--- config.mk ---
export PLATFORM = sky130hd
export DESIGN_NAME = hdmi_period_sched
export DESIGN_NICKNAME = d
export VERILOG_FILES = /design/src/rtl/hdmi_pkg.sv /design/src/rtl/hdmi_delay_line.sv /design/src/rtl/hdmi_period_sched.sv
export SDC_FILE = /design/constraint.sdc
export NUM_CORES = 1
export LEC_CHECK = 0
export CAP_MARGIN = 20
export CORE_UTILIZATION = 40
export CTS_CLUSTER_DIAMETER = 150
export CTS_CLUSTER_SIZE = 25
export DETAILED_ROUTE_END_ITERATION = 16
export PLACE_DENSITY = 0.6
export RECOVER_POWER = 50
export SETUP_SLACK_MARGIN = 0.02
export SYNTH_ARGS = -nofsm -noshare
export SYNTH_HDL_FRONTEND = slang
export SYNTH_SLANG_ARGS = --single-unit
--- constraint.sdc ---
create_clock -name clk -period 3 [get_ports clk]
set_input_delay 0.6 -clock clk [delete_from_list [all_inputs] [get_ports clk]]
set_output_delay 0.6 -clock clk [all_outputs]
set_load 0.01 [all_outputs]
--- src/rtl/hdmi_pkg.sv ---
// hdmi_pkg: shared constants and types for the HDMI period scheduler.
// Guard-band symbols, preamble control codes, period lengths, FSM states.
package hdmi_pkg;

    localparam int PRE_LEN = 8;
    localparam int GB_LEN  = 2;

    localparam logic [1:0] PRE_VID_CH1 = 2'b01;
    localparam logic [1:0] PRE_VID_CH2 = 2'b00;

    localparam logic [9:0] GB_VID_CH0 = 10'b1011001100;
    localparam logic [9:0] GB_VID_CH1 = 10'b0100110011;
    localparam logic [9:0] GB_VID_CH2 = 10'b1011001100;

    typedef enum logic [1:0] {
        ST_CTRL,
        ST_PRE,
        ST_GUARD,
        ST_VIDEO
    } state_t;

    // One raw timing sample as carried through the lookahead line.
    typedef struct packed {
        logic        de;
        logic        vsync;
        logic        hsync;
        logic [23:0] rgb;
    } tim_t;

endpackage

--- src/rtl/hdmi_delay_line.sv ---
// hdmi_delay_line: fixed-depth shift register, cleared to 0 on reset.
// Ports: clk, resetn (async, active-low), din[WIDTH], dout[WIDTH] (DEPTH cycles later).
module hdmi_delay_line #(
    parameter int WIDTH = 1,
    parameter int DEPTH = 1
) (
    input  logic             clk,
    input  logic             resetn,
    input  logic [WIDTH-1:0] din,
    output logic [WIDTH-1:0] dout
);

    logic [WIDTH-1:0] sr [DEPTH];

    always_ff @(posedge clk or negedge resetn) begin
        if (!resetn) begin
            for (int i = 0; i < DEPTH; i++) sr[i] <= '0;
        end else begin
            sr[0] <= din;
            for (int i = 1; i < DEPTH; i++) sr[i] <= sr[i-1];
        end
    end

    assign dout = sr[DEPTH-1];

endmodule

--- src/rtl/hdmi_period_sched.sv ---
// hdmi_period_sched: schedules control / preamble / guard / video periods for
// three TMDS encoders. In: clk, resetn, de_in, hsync_in, vsync_in, rgb_in[24].
// Out: enc_de, enc_ctrl[6], enc_din[24], guard_en, guard_sym[30], err_short.
module hdmi_period_sched
    import hdmi_pkg::*;
#(
    parameter bit HDMI_MODE = 1'b1,
    parameter int LAT       = 11,
    parameter int MIN_BLANK = 14,
    parameter int ENC_LAT   = 3
) (
    input  logic        clk,
    input  logic        resetn,
    input  logic        de_in,
    input  logic        hsync_in,
    input  logic        vsync_in,
    input  logic [23:0] rgb_in,
    output logic        enc_de,
    output logic [5:0]  enc_ctrl,
    output logic [23:0] enc_din,
    output logic        guard_en,
    output logic [29:0] guard_sym,
    output logic        err_short
);

    localparam int BW = $clog2(MIN_BLANK + 1);
    localparam logic [BW-1:0] BLANK_SAT = BW'(MIN_BLANK);

    tim_t tin;
    tim_t tap;

    state_t state;
    state_t state_n;
    logic [3:0] slot;
    logic [3:0] slot_n;
    logic [BW-1:0] blank_cnt;
    logic de_prev;

    logic rise;
    logic go_pre;
    logic fall_back;

    logic        de_n;
    logic [5:0]  ctrl_n;
    logic [23:0] din_n;
    logic        gen_n;
    logic [29:0] gsym_n;
    logic [30:0] guard_q;
    logic [30:0] guard_d;

    assign tin = '{de: de_in, vsync: vsync_in, hsync: hsync_in, rgb: rgb_in};

    // Lookahead: the output register adds the last cycle of LAT.
    hdmi_delay_line #(
        .WIDTH ($bits(tim_t)),
        .DEPTH (LAT - 1)
    ) u_look (
        .clk    (clk),
        .resetn (resetn),
        .din    (tin),
        .dout   (tap)
    );

    // The rise is seen 10 cycles before its pixel leaves, which is exactly
    // the room needed for preamble plus guard band.
    assign rise = de_in & ~de_prev;
    assign go_pre = rise & HDMI_MODE & (blank_cnt >= BLANK_SAT)
                  & (state == ST_CTRL) & ~tap.de;
    assign fall_back = rise & HDMI_MODE & ~go_pre;

    always_ff @(posedge clk or negedge resetn) begin
        if (!resetn) begin
            de_prev   <= 1'b0;
            blank_cnt <= '0;
            err_short <= 1'b0;
        end else begin
            de_prev <= de_in;
            if (de_in) begin
                blank_cnt <= '0;
            end else if (blank_cnt != BLANK_SAT) begin
                blank_cnt <= blank_cnt + BW'(1);
            end
            if (fall_back) err_short <= 1'b1;
        end
    end

    always_comb begin
        state_n = state;
        slot_n  = slot;
        unique case (state)
            ST_CTRL: begin
                if (tap.de) begin
                    state_n = ST_VIDEO;
                end else if (go_pre) begin
                    state_n = ST_PRE;
                    slot_n  = '0;
                end
            end
            ST_PRE: begin
                if (slot == 4'(PRE_LEN - 1)) begin
                    state_n = ST_GUARD;
                    slot_n  = '0;
                end else begin
                    slot_n = slot + 4'd1;
                end
            end
            ST_GUARD: begin
                if (slot == 4'(GB_LEN - 1)) begin
                    state_n = tap.de ? ST_VIDEO : ST_CTRL;
                    slot_n  = '0;
                end else begin
                    slot_n = slot + 4'd1;
                end
            end
            ST_VIDEO: begin
                if (!tap.de) state_n = ST_CTRL;
            end
            default: begin
                state_n = ST_CTRL;
                slot_n  = '0;
            end
        endcase
    end

    // Output drive is decoded from the state being entered, so that the
    // registered outputs and the state register describe the same slot.
    always_comb begin
        de_n   = 1'b0;
        ctrl_n = '0;
        din_n  = '0;
        gen_n  = 1'b0;
        gsym_n = '0;
        unique case (state_n)
            ST_CTRL: begin
                ctrl_n = {4'b0000, tap.vsync, tap.hsync};
            end
            ST_PRE: begin
                ctrl_n = {PRE_VID_CH2, PRE_VID_CH1, tap.vsync, tap.hsync};
            end
            ST_GUARD: begin
                ctrl_n = {PRE_VID_CH2, PRE_VID_CH1, tap.vsync, tap.hsync};
                gen_n  = 1'b1;
                gsym_n = {GB_VID_CH2, GB_VID_CH1, GB_VID_CH0};
            end
            ST_VIDEO: begin
                de_n  = 1'b1;
                din_n = tap.rgb;
            end
            default: begin
                ctrl_n = '0;
            end
        endcase
    end

    always_ff @(posedge clk or negedge resetn) begin
        if (!resetn) begin
            state    <= ST_CTRL;
            slot     <= '0;
            enc_de   <= 1'b0;
            enc_ctrl <= '0;
            enc_din  <= '0;
            guard_q  <= '0;
        end else begin
            state    <= state_n;
            slot     <= slot_n;
            enc_de   <= de_n;
            enc_ctrl <= ctrl_n;
            enc_din  <= din_n;
            guard_q  <= {gen_n, gsym_n};
        end
    end

    // guard_q is slot-aligned with enc_*; delay it to meet encoder dout.
    hdmi_delay_line #(
        .WIDTH (31),
        .DEPTH (ENC_LAT)
    ) u_galign (
        .clk    (clk),
        .resetn (resetn),
        .din    (guard_q),
        .dout   (guard_d)
    );

    assign guard_en  = guard_d[30];
    assign guard_sym = guard_d[29:0];

endmodule

==> impl_metrics.ini, run 1 <==
[synth]
yosysSeqAreaShare_pct = 88.5
synth-simple-area-share_pct = 4.14
avgSynthCellArea_sq_um = 19.5
synth_cell_types = 41
synth_compound_area_share_pct = 2.15
ys_top_cells_by_count = 313 x dfrtp_1, 33 x buf_4, 24 x and2_1
synth-edff-count = 0
ys_ff_latch = 313
yosysWarnings = 0
synthCells = 453
async_flop_share_pct = 100
muxShareOfSynthArea_pct = 0
synth_area_leaders = dfrtp_1 89%, buf_4 2.8%, ha_1 1.8%, and2_1 1.7%, inv_1 0.34%
synth_fa_ha_area_share_pct = 1.84
yosysMostFrequentCell = dfrtp_1
synth_top_cell_area_share_pct = 88.5
synth_xor_area_share_pct = 0.0990
ys.flop_type = dfrtp_1
synth_top_family_by_area = simple AND/OR/NAND/NOR gates
syn_area_sq_um = 8850
synth_top_cell_by_area = dfrtp_1

[sta]
finClkSkew_ns = 0.0112
post-route-min-period_ns = 2.40
rsz0062_at_grt = false
relSlewSlack_pct = -44.1
drv_slew = 91
worst_pin_slew_ns = 2.16
final-hold-violation-count = 0
setup_tns_ns = 0
setup_violations = 0
min_period_over_period_pct = 79.9
fmax_ghz = 0.417

[die]
die_w_um = 151
fp.dieH_um = 151
core-area_sq_um = 21800
initial_core_util_pct = 40.7
io_pins = 92
rows = 54
die_area_sq_um = 22700

[power_and_ir_drop]
switchingPower_mw = 1.99
power_mw = 8.36
internal-power_mw = 6.37
vdd_ir_drop_max_v = 0.000288
comb_power_share_pct = 17.1
seq_power_share_pct = 56.9
cellPowerDensity_nw_per_um2 = 816
power_leakage_nw = 4.62
p_clk_share_pct = 26.0
p_sw_share_pct = 23.8

[global_route]
grt-ovfl-total = 0
grt_pass1_vias = 3468
grt_pass1_wl_um = 16500
antenna_found_initial = 0
grt_usage_pct = 9.09
grt_max_degree = 93

[detailed_routing]
routed_wl_um = 9290
detail_route.wl_per_cell_um = 11.4
antenna_left = 0
drc = 0
initialDrtViolationCount = 142
num_vias = 3313
dr.pass1.iters = 4
vias_per_cell = 4.08

[critical_path]
crit_path_end_kind = flop
slowest_stage = dfrtp_1
critPathLaunchType = flop
arrival_ns = 2.82
critPathBufInv = 3
cp_top_family = compound AO/OA/AOI/OAI gates
crit_type = flop to flop
cp.required_ns = 3.42
cp_max_fo = 25
crit_chain = inv_1, ha_1, inv_1, o21ai_1, a2bb2oi_1, a2bb2oi_1, ha_1, buf_4, and2_1
slowest_delay_ns = 0.43

[run]
drv_cap = 1

[hold_path]
hp-class = flop to flop

[clock_tree]
cts_tree = built
cts_max_level = 1
cts_buffer_depth = 3
cts.sinks = 313
ctsHoldBuffers = 0
clk_latency_ns = 0.48
cts_made_buffers = 16
clkTransAtPathRegs_ns = 0.09
post_cts_buffers = 0
cts_resized = 0
root_buffer = clkbuf_16

[status]
outcome = finished with violations
violations = max-capacitance violations, max-slew violations

[final_layout]
seq_area_sq_um = 7830
multi_input_area_sq_um = 796
drive_above_1_share_pct = 6.77
fillers = 1825
synthToLayoutAreaGrowth_pct = 15.8
fin_nets = 574
diodes = 0

[place]
place_hpwl_um = 5630
place_congestion = 0.692
port_buffers = 73
power groups by stage:
stage / Clock, mW / Sequential (mW) / Combinational (mW)
after floorplan: 0 / 4.91 / 0.727
after global placement: 0 / 4.84 / 1.38
after global routing: 2.47 / 4.81 / 1.58
after detailed placement: 0 / 4.85 / 1.45
final: 2.18 / 4.75 / 1.43
after CTS: 2.30 / 4.76 / 1.45
sequential cells by signal (all words and copies together) (netlist names):
name / cells
err_short: 1
enc_ctrl: 3
enc_din: 24
enc_de: 1
blank_cnt: 4
u_look.sr: 242
u_galign.sr: 2
u_galign.dout: 1
u_look.dout: 27
slot: 4
state: 2
guard_q: 1
de_prev: 1
worst paths after layout:
kind                       depth (start not counted)      startpoint              to  slack (ns)
hold reg to reg                                    0  u_look.sr[261]  u_look.sr[234]        0.34
max in group asynchronous                          2          resetn    blank_cnt[1]        0.83
min in group asynchronous                          1          resetn  u_look.sr[219]        0.75
setup / recovery                                   9        state[0]     enc_din[18]        0.60
setup reg to reg                                   9        state[0]     enc_din[18]        0.60
hold / removal                                     0  u_look.sr[261]  u_look.sr[234]        0.34
metal layers:
layer  track usage, %  wire, um  share of wire (%)
met1             12.4      4200                 45
met2             14.0      4220                 45
met3             1.85       581                6.3
met4             4.45       295                3.2
met5                0         0                  0
area by class of cell:
type,count,area share [%]
well taps,280,3.42
multi-input cells,114,7.77
clock buffers,17,4.15
inverters,8,0.293
clock inverters,1,0.159
flip-flops and latches,313,76.4
repair buffers,79,7.77
cell usage in the layout (no fill, tap or decap), types with 2 or more instances in the layout:
| master | instances |
|---|---|
| conb_1 | 18 |
| nand3_1 | 3 |
| and2_1 | 24 |
| ha_1 | 13 |
| a2bb2oi_1 | 2 |
| nor3_1 | 4 |
| dlygate4sd3_1 | 26 |
| buf_4 | 4 |
| o21ai_0 | 2 |
| o21ai_1 | 4 |
| buf_12 | 2 |
| o21bai_1 | 2 |
| o21ai_2 | 2 |
| nand2_1 | 7 |
| clkdlybuf4s50_1 | 46 |
| clkbuf_16 | 17 |
| a21oi_1 | 2 |
| inv_1 | 8 |
| nor2_1 | 5 |
| a31oi_1 | 2 |
| dfrtp_1 | 313 |
| nor2b_1 | 2 |
cells by family after synthesis:
| group | Yosys count |
|---|---|
| and+or+nand+nor | 58 |
| DFF | 313 |
| adders and majority gates | 13 |
| xor gates and xnor gates | 1 |
| buffers and inverters | 43 |
| other | 1 |
| AOI/OAI and AO/OA | 24 |
metrics by stage:
stage          utilization [%]  worst slack, ns  hold WS, ns  instances  area [sq um]
2_1_floorplan                -            0.873        0.304        470          8910
3_3_place_gp              45.1            0.377        0.332        794          9810
3_5_place_dp              45.1            0.239        0.335        794          9810
4_1_cts                   47.1            0.605        0.119        812         10300
5_1_grt                   47.1            0.338        0.340        812         10200
6_report                  47.1            0.603        0.341        812         10200
No activity file was read; power rests on OpenSTA's default activity.
==> run 2: changes to the inputs <==
--- a/config.mk
+++ b/config.mk
@@ -10,7 +10,7 @@
 export CTS_CLUSTER_DIAMETER = 150
 export CTS_CLUSTER_SIZE = 25
 export DETAILED_ROUTE_END_ITERATION = 16
-export PLACE_DENSITY = 0.6
+export PLACE_DENSITY = 0.62
 export RECOVER_POWER = 50
 export SETUP_SLACK_MARGIN = 0.02
 export SYNTH_ARGS = -nofsm -noshare
==> constraint.sdc (replaced) <==
create_clock -name clk -period 2.07 [get_ports clk]
set_input_delay 0.414 -clock clk [delete_from_list [all_inputs] [get_ports clk]]
set_output_delay 0.414 -clock clk [all_outputs]
set_load 0.01 [all_outputs]
==> run 2 against run 1 <==
  * The run ends with negative setup slack left
  * Global-route usage increased by 0.29 points
  * Non-clock buffer count is 30 higher
  * Register-to-register slack worse by 0.66 ns
  * Sequential power increased by 44%
  * Clock power increased by 45%
==> impl_metrics.ini, run 2 (synthesized netlist as in run 1, its figures left out) <==
[sta]
worst_pin_slew_ns = 1.40
drv_slew = 0
finClkSkew_ns = 0.0138
relSlewSlack_pct = 7.00
setup_violations = 26
post-route-min-period_ns = 2.13
setup_slack_ns = -0.0559
final-hold-violation-count = 0
hold_slack_ns = 0.337
min_period_over_period_pct = 103
fmax_ghz = 0.470
rsz0062_at_grt = true

[critical_path]
crit_start = state[0]
r2r_slack_ns = -0.06
critPathBufInv = 1
slowest_delay_ns = 0.41
cp.required_ns = 2.45
arrival_ns = 2.51
crit_path_end_kind = flop
crit_type = flop to flop
crit_chain = inv_2, ha_4, nand4b_1, or3_4, and2_4, o21a_1, ha_1, o21bai_1, nor2_1
r2r_start = state[0]
cp_top_family = simple AND/OR/NAND/NOR gates
critPathLaunchType = flop
cp_max_fo = 3
slowest_stage = dfrtp_1

[run]
drv_cap = 0

[global_route]
grt_usage_pct = 9.38
use_met2_pct = 15.1
antenna_found_initial = 0
grt-ovfl-total = 0
grt_pass1_vias = 3677
met1_usage_pct = 12.3
grt_max_degree = 64
busiest_layer = met2
use_met3_pct = 1.91
grt_pass1_wl_um = 17200

[status]
violations = negative setup slack
outcome = finished with violations

[detailed_routing]
dr.pass1.iters = 4
detail_route.wl_per_cell_um = 12.0
num_vias = 3390
drc = 0
vias_per_cell = 4.03
antenna_left = 0
initialDrtViolationCount = 159
routed_wl_um = 10100

[clock_tree]
cts_max_level = 1
clkTransAtPathRegs_ns = 0.10
cts_tree = built
cts.sinks = 313
clk_latency_ns = 0.48
root_buffer = clkbuf_16
cts_made_buffers = 16
cts_buffer_depth = 3

[place]
place_area_sq_um = 9960
place_congestion = 0.719
place_hpwl_um = 6100
post-place-cells = 808
port_buffers = 73

[hold_path]
hp-class = flop to flop
worstHoldStart = u_look.sr[223]

[power_and_ir_drop]
comb_power_share_pct = 20.9
p_sw_share_pct = 24.1
p_clk_share_pct = 25.0
cellPowerDensity_nw_per_um2 = 1200
vdd_ir_drop_max_v = 0.000596
switchingPower_mw = 3.06
seq_power_share_pct = 54.1
power_leakage_nw = 4.78
internal-power_mw = 9.63

[final_layout]
diodes = 0
synthToLayoutAreaGrowth_pct = 19.6
final_common_cell = dfrtp_1
regMostFlops = u_look.sr
utilization_pct = 48.6
fin_nets = 604
finalNonFillerCells = 842
largest_reg_flops = 242
layout_common_cells = 312 x dfrtp_1, 45 x clkdlybuf4s50_1, 28 x dlygate4sd3_1, 28 x buf_4, 24 x and2_1
drive_above_1_share_pct = 14.4
stdcell_area_sq_um = 10600

[die]
initial_core_util_pct = 40.7
core-area_sq_um = 21800
rows = 54
fp.dieH_um = 151
die_area_sq_um = 22700
die_w_um = 151
io_pins = 92
run 2: cell types whose count changed in the layout (fill, tap and decap cells not counted), moves of 2 or more:
cell	delta
ha_1	-6
inv_1	-2
inv_2	+2
a2bb2oi_1	-2
buf_12	+3
o21ai_2	+2
dlygate4sd3_1	+2
buf_4	+24
buf_2	+2
ha_2	+5
run 2: per-stage QoR:
step	setup TNS [ns]	total power, mW	worst slack (ns)
2_1_floorplan	0	8.18	0.0281
3_3_place_gp	-4.82	9.22	-0.255
3_5_place_dp	-5.69	9.37	-0.286
4_1_cts	0	12.8	0.00448
5_1_grt	-2.63	13.4	-0.169
6_report	-0.403	12.7	-0.0559
run 2: path summary, 6_finish.rpt:
kind                                          end  cells after the start
worst max-delay path                  enc_ctrl[0]                      9
worst min-delay path               u_look.sr[196]                      0
worst max register to register        enc_ctrl[0]                      9
worst min register to register     u_look.sr[196]                      0
max in group asynchronous       u_galign.dout[29]                      3
min in group asynchronous          u_look.sr[255]                      2
run 2: timing repair:
| action | CTS | global route |
|---|---|---|
| gates resized for setup | 11 | 8 |
| setup buffers | 11 | 5 |
| pin swaps | 3 | 1 |
| setup endpoints to repair | 43 | 46 |
| gates cloned | 0 | 0 |
| hold endpoints to repair | 57 | 0 |
| hold buffers | 1 | 0 |
run 2: layout make-up:
cell class                 count  area, sq um
inverter                       8         30.0
fill                        1791        11200
multi-input combinational    114          865
timing repair buffer         109         1060
tap                          280          350
clock buffer                  17          425
clock inverter                 1         16.3
sequential                   313         7830
run 2: power by group through the flow:
stage	Clock, mW	Sequential (mW)	Combinational (mW)
floorplan	0	7.11	1.07
global placement	0	6.99	2.23
detailed placement	0	7.02	2.35
CTS	3.33	6.90	2.52
global route	3.57	6.93	2.90
finish	3.17	6.86	2.65
run 2: per-layer routing:
layer	wire, um	vias to the layer above
li1	-	1586
met1	4370	1675
met2	4840	103
met3	593	26
met4	320	0
met5	0	-
==> variant: new RTL, settings of run 1 <==
Set the parameter `MIN_BLANK` to 28 (it was 14).
--- a/src/rtl/hdmi_period_sched.sv
+++ b/src/rtl/hdmi_period_sched.sv
@@ -6,7 +6,7 @@
 #(
     parameter bit HDMI_MODE = 1'b1,
     parameter int LAT       = 11,
-    parameter int MIN_BLANK = 14,
+    parameter int MIN_BLANK = 28,
     parameter int ENC_LAT   = 3
 ) (
     input  logic        clk,
Check against the original RTL: no difference found for any inputs over 10 cycles, from zero or initial values and one cycle with resetn low; that may be too few to reach the edited logic, so the function may still have changed.
==> variant against run 1 <==
The run still ends with max-capacitance violations, max-slew violations left; clock skew increased by 0.0033 ns; sequential cell count increased by 1; design area about the same; cell count increased by 0.25%; global-route usage decreased by 0.15 points; worst setup slack improved by 0.065 ns; area after synthesis increased by 0.14%; wire length increased by 0.75%; total power decreased by 0.47%; utilization about the same; critical endpoint is now enc_ctrl[0]; highest routed layer unchanged.
==> variant: results (changes against run 1) <==
vias in the first global route = 3,381 (was 3,468)
met2 WL = 4370 um (was 4220 um)
Non-CTS inverters = 11 (was 8)
met1 usage = 12.3% (was 12.4%)
complex-gate fraction of the synthesized area = 2.06% (was 2.15%)
failing checks = max-capacitance violations, max-slew violations (unchanged)
maximum vdd drop = 0.000389 V (was 0.000288 V)
adder and majority gate portion of the synthesized area = 1.84% (about the same)
worst hold path type = reg -> reg (unchanged)
Slew Viols, Final = 67 (was 91)
Final clock-cell share = 4.22% (was 4.31%)
Gate Count Post-Synth = 456 (was 453)
final net count = 576 (was 574)
worst-path maximum fanout = 4 (was 25)
Arr. time, crit path = 2.69 ns (was 2.82 ns)
clock skew = 0.0144 ns (was 0.0112 ns)
placed cells = 796 (was 794)
Critical R2R Capture = enc_ctrl[0] (was enc_din[18])
Iteration-0 DRC Markers = 122 (was 142)
Non-clock buffer share = 7.81% (was 7.77%)
P_sw = 2.00 mW (was 1.99 mW)
fillcell total = 1,813 (was 1,825)
WL final = 9360 um (was 9290 um)
achievable clock frequency = 0.429 GHz (was 0.417 GHz)
via count = 3,260 (was 3,313)
first-pass GRT wire length = 16,300 um (was 16,500 um)
die area = 22,800 um^2 (was 22,700 um^2)
register area share after synthesis = 88.7% (was 88.5%)
met3 usage = 1.90% (was 1.85%)
Signal buffers = 78 (was 79)
max-cap viol count = 1 (unchanged)
reg2reg path depth = 9 (unchanged)
WL met1 = 4140 um (was 4200 um)
pre-CTS setup slack = 0.298 ns (was 0.239 ns)
library cells used by synthesis = 35 (was 41)
Post-synth top cells = 314 x dfrtp_1, 33 x buf_4, 25 x and2_1 (was 313 x dfrtp_1, 33 x buf_4, 24 x and2_1)
placer's final routability congestion estimate = 0.690 (was 0.692)
met2 Usage GRT = 13.5% (was 14.0%)
Seq/total area = 76.6% (was 76.4%)
layout cell share with drive strength beyond 1 = 5.81% (was 6.77%)
Area contributors post-synth = dfrtp_1 89%, buf_4 2.8%, ha_1 1.8%, and2_1 1.8%, inv_1 0.47% (was dfrtp_1 89%, buf_4 2.8%, ha_1 1.8%, and2_1 1.7%, inv_1 0.34%)
Layout Cells excl Fill = 814 (was 812)
run status = finished with violations (unchanged)
hold slack = 0.339 ns (was 0.341 ns)
Static Leak = 4.67 nW (was 4.62 nW)
fraction of area in multi-input gates = 7.53% (was 7.77%)
XOR/XNOR Fraction of Synth Area = 0.0988% (was 0.0990%)
area of the multi-input gates = 772 um^2 (was 796 um^2)
DP Area = 9830 um^2 (was 9810 um^2)
relative slew slack = -12.3% (was -44.1%)
gr usage total = 8.93% (was 9.09%)
comb_multi_in = 113 (was 114)
met3 routed WL = 570 um (was 581 um)
hpwl dp = 5700 um (was 5630 um)
-- variant: cell types whose count changed after synthesis, sizes merged, moves of 2 or more --
| cell | delta |
|---|---|
| nor3 | -2 |
| inv | +3 |
| a31oi | +4 |
| a2bb2oi | -2 |
| a21o | +2 |
| nand4 | +2 |
| nand2 | +2 |
| o21ai | -3 |
-- variant: worst min path at each step --
stage,startpoint,to,cells after the start
global placement,u_look.sr[78],u_look.sr[51],0
finish,u_look.sr[207],u_look.sr[180],0
global route,u_look.sr[207],u_look.sr[180],0
CTS,resetn,u_look.sr[223],1
detailed placement,u_galign.sr[91],u_galign.sr[60],0
floorplan,resetn,blank_cnt[0],0
-- variant: power groups by stage --
stage	Combinational (mW)	Sequential, mW	Clock (mW)
after floorplan	0.689	4.92	0
after global placement	1.34	4.85	0
after detailed placement	1.43	4.87	0
after CTS	1.43	4.79	2.26
after global routing	1.55	4.83	2.45
final	1.40	4.77	2.15
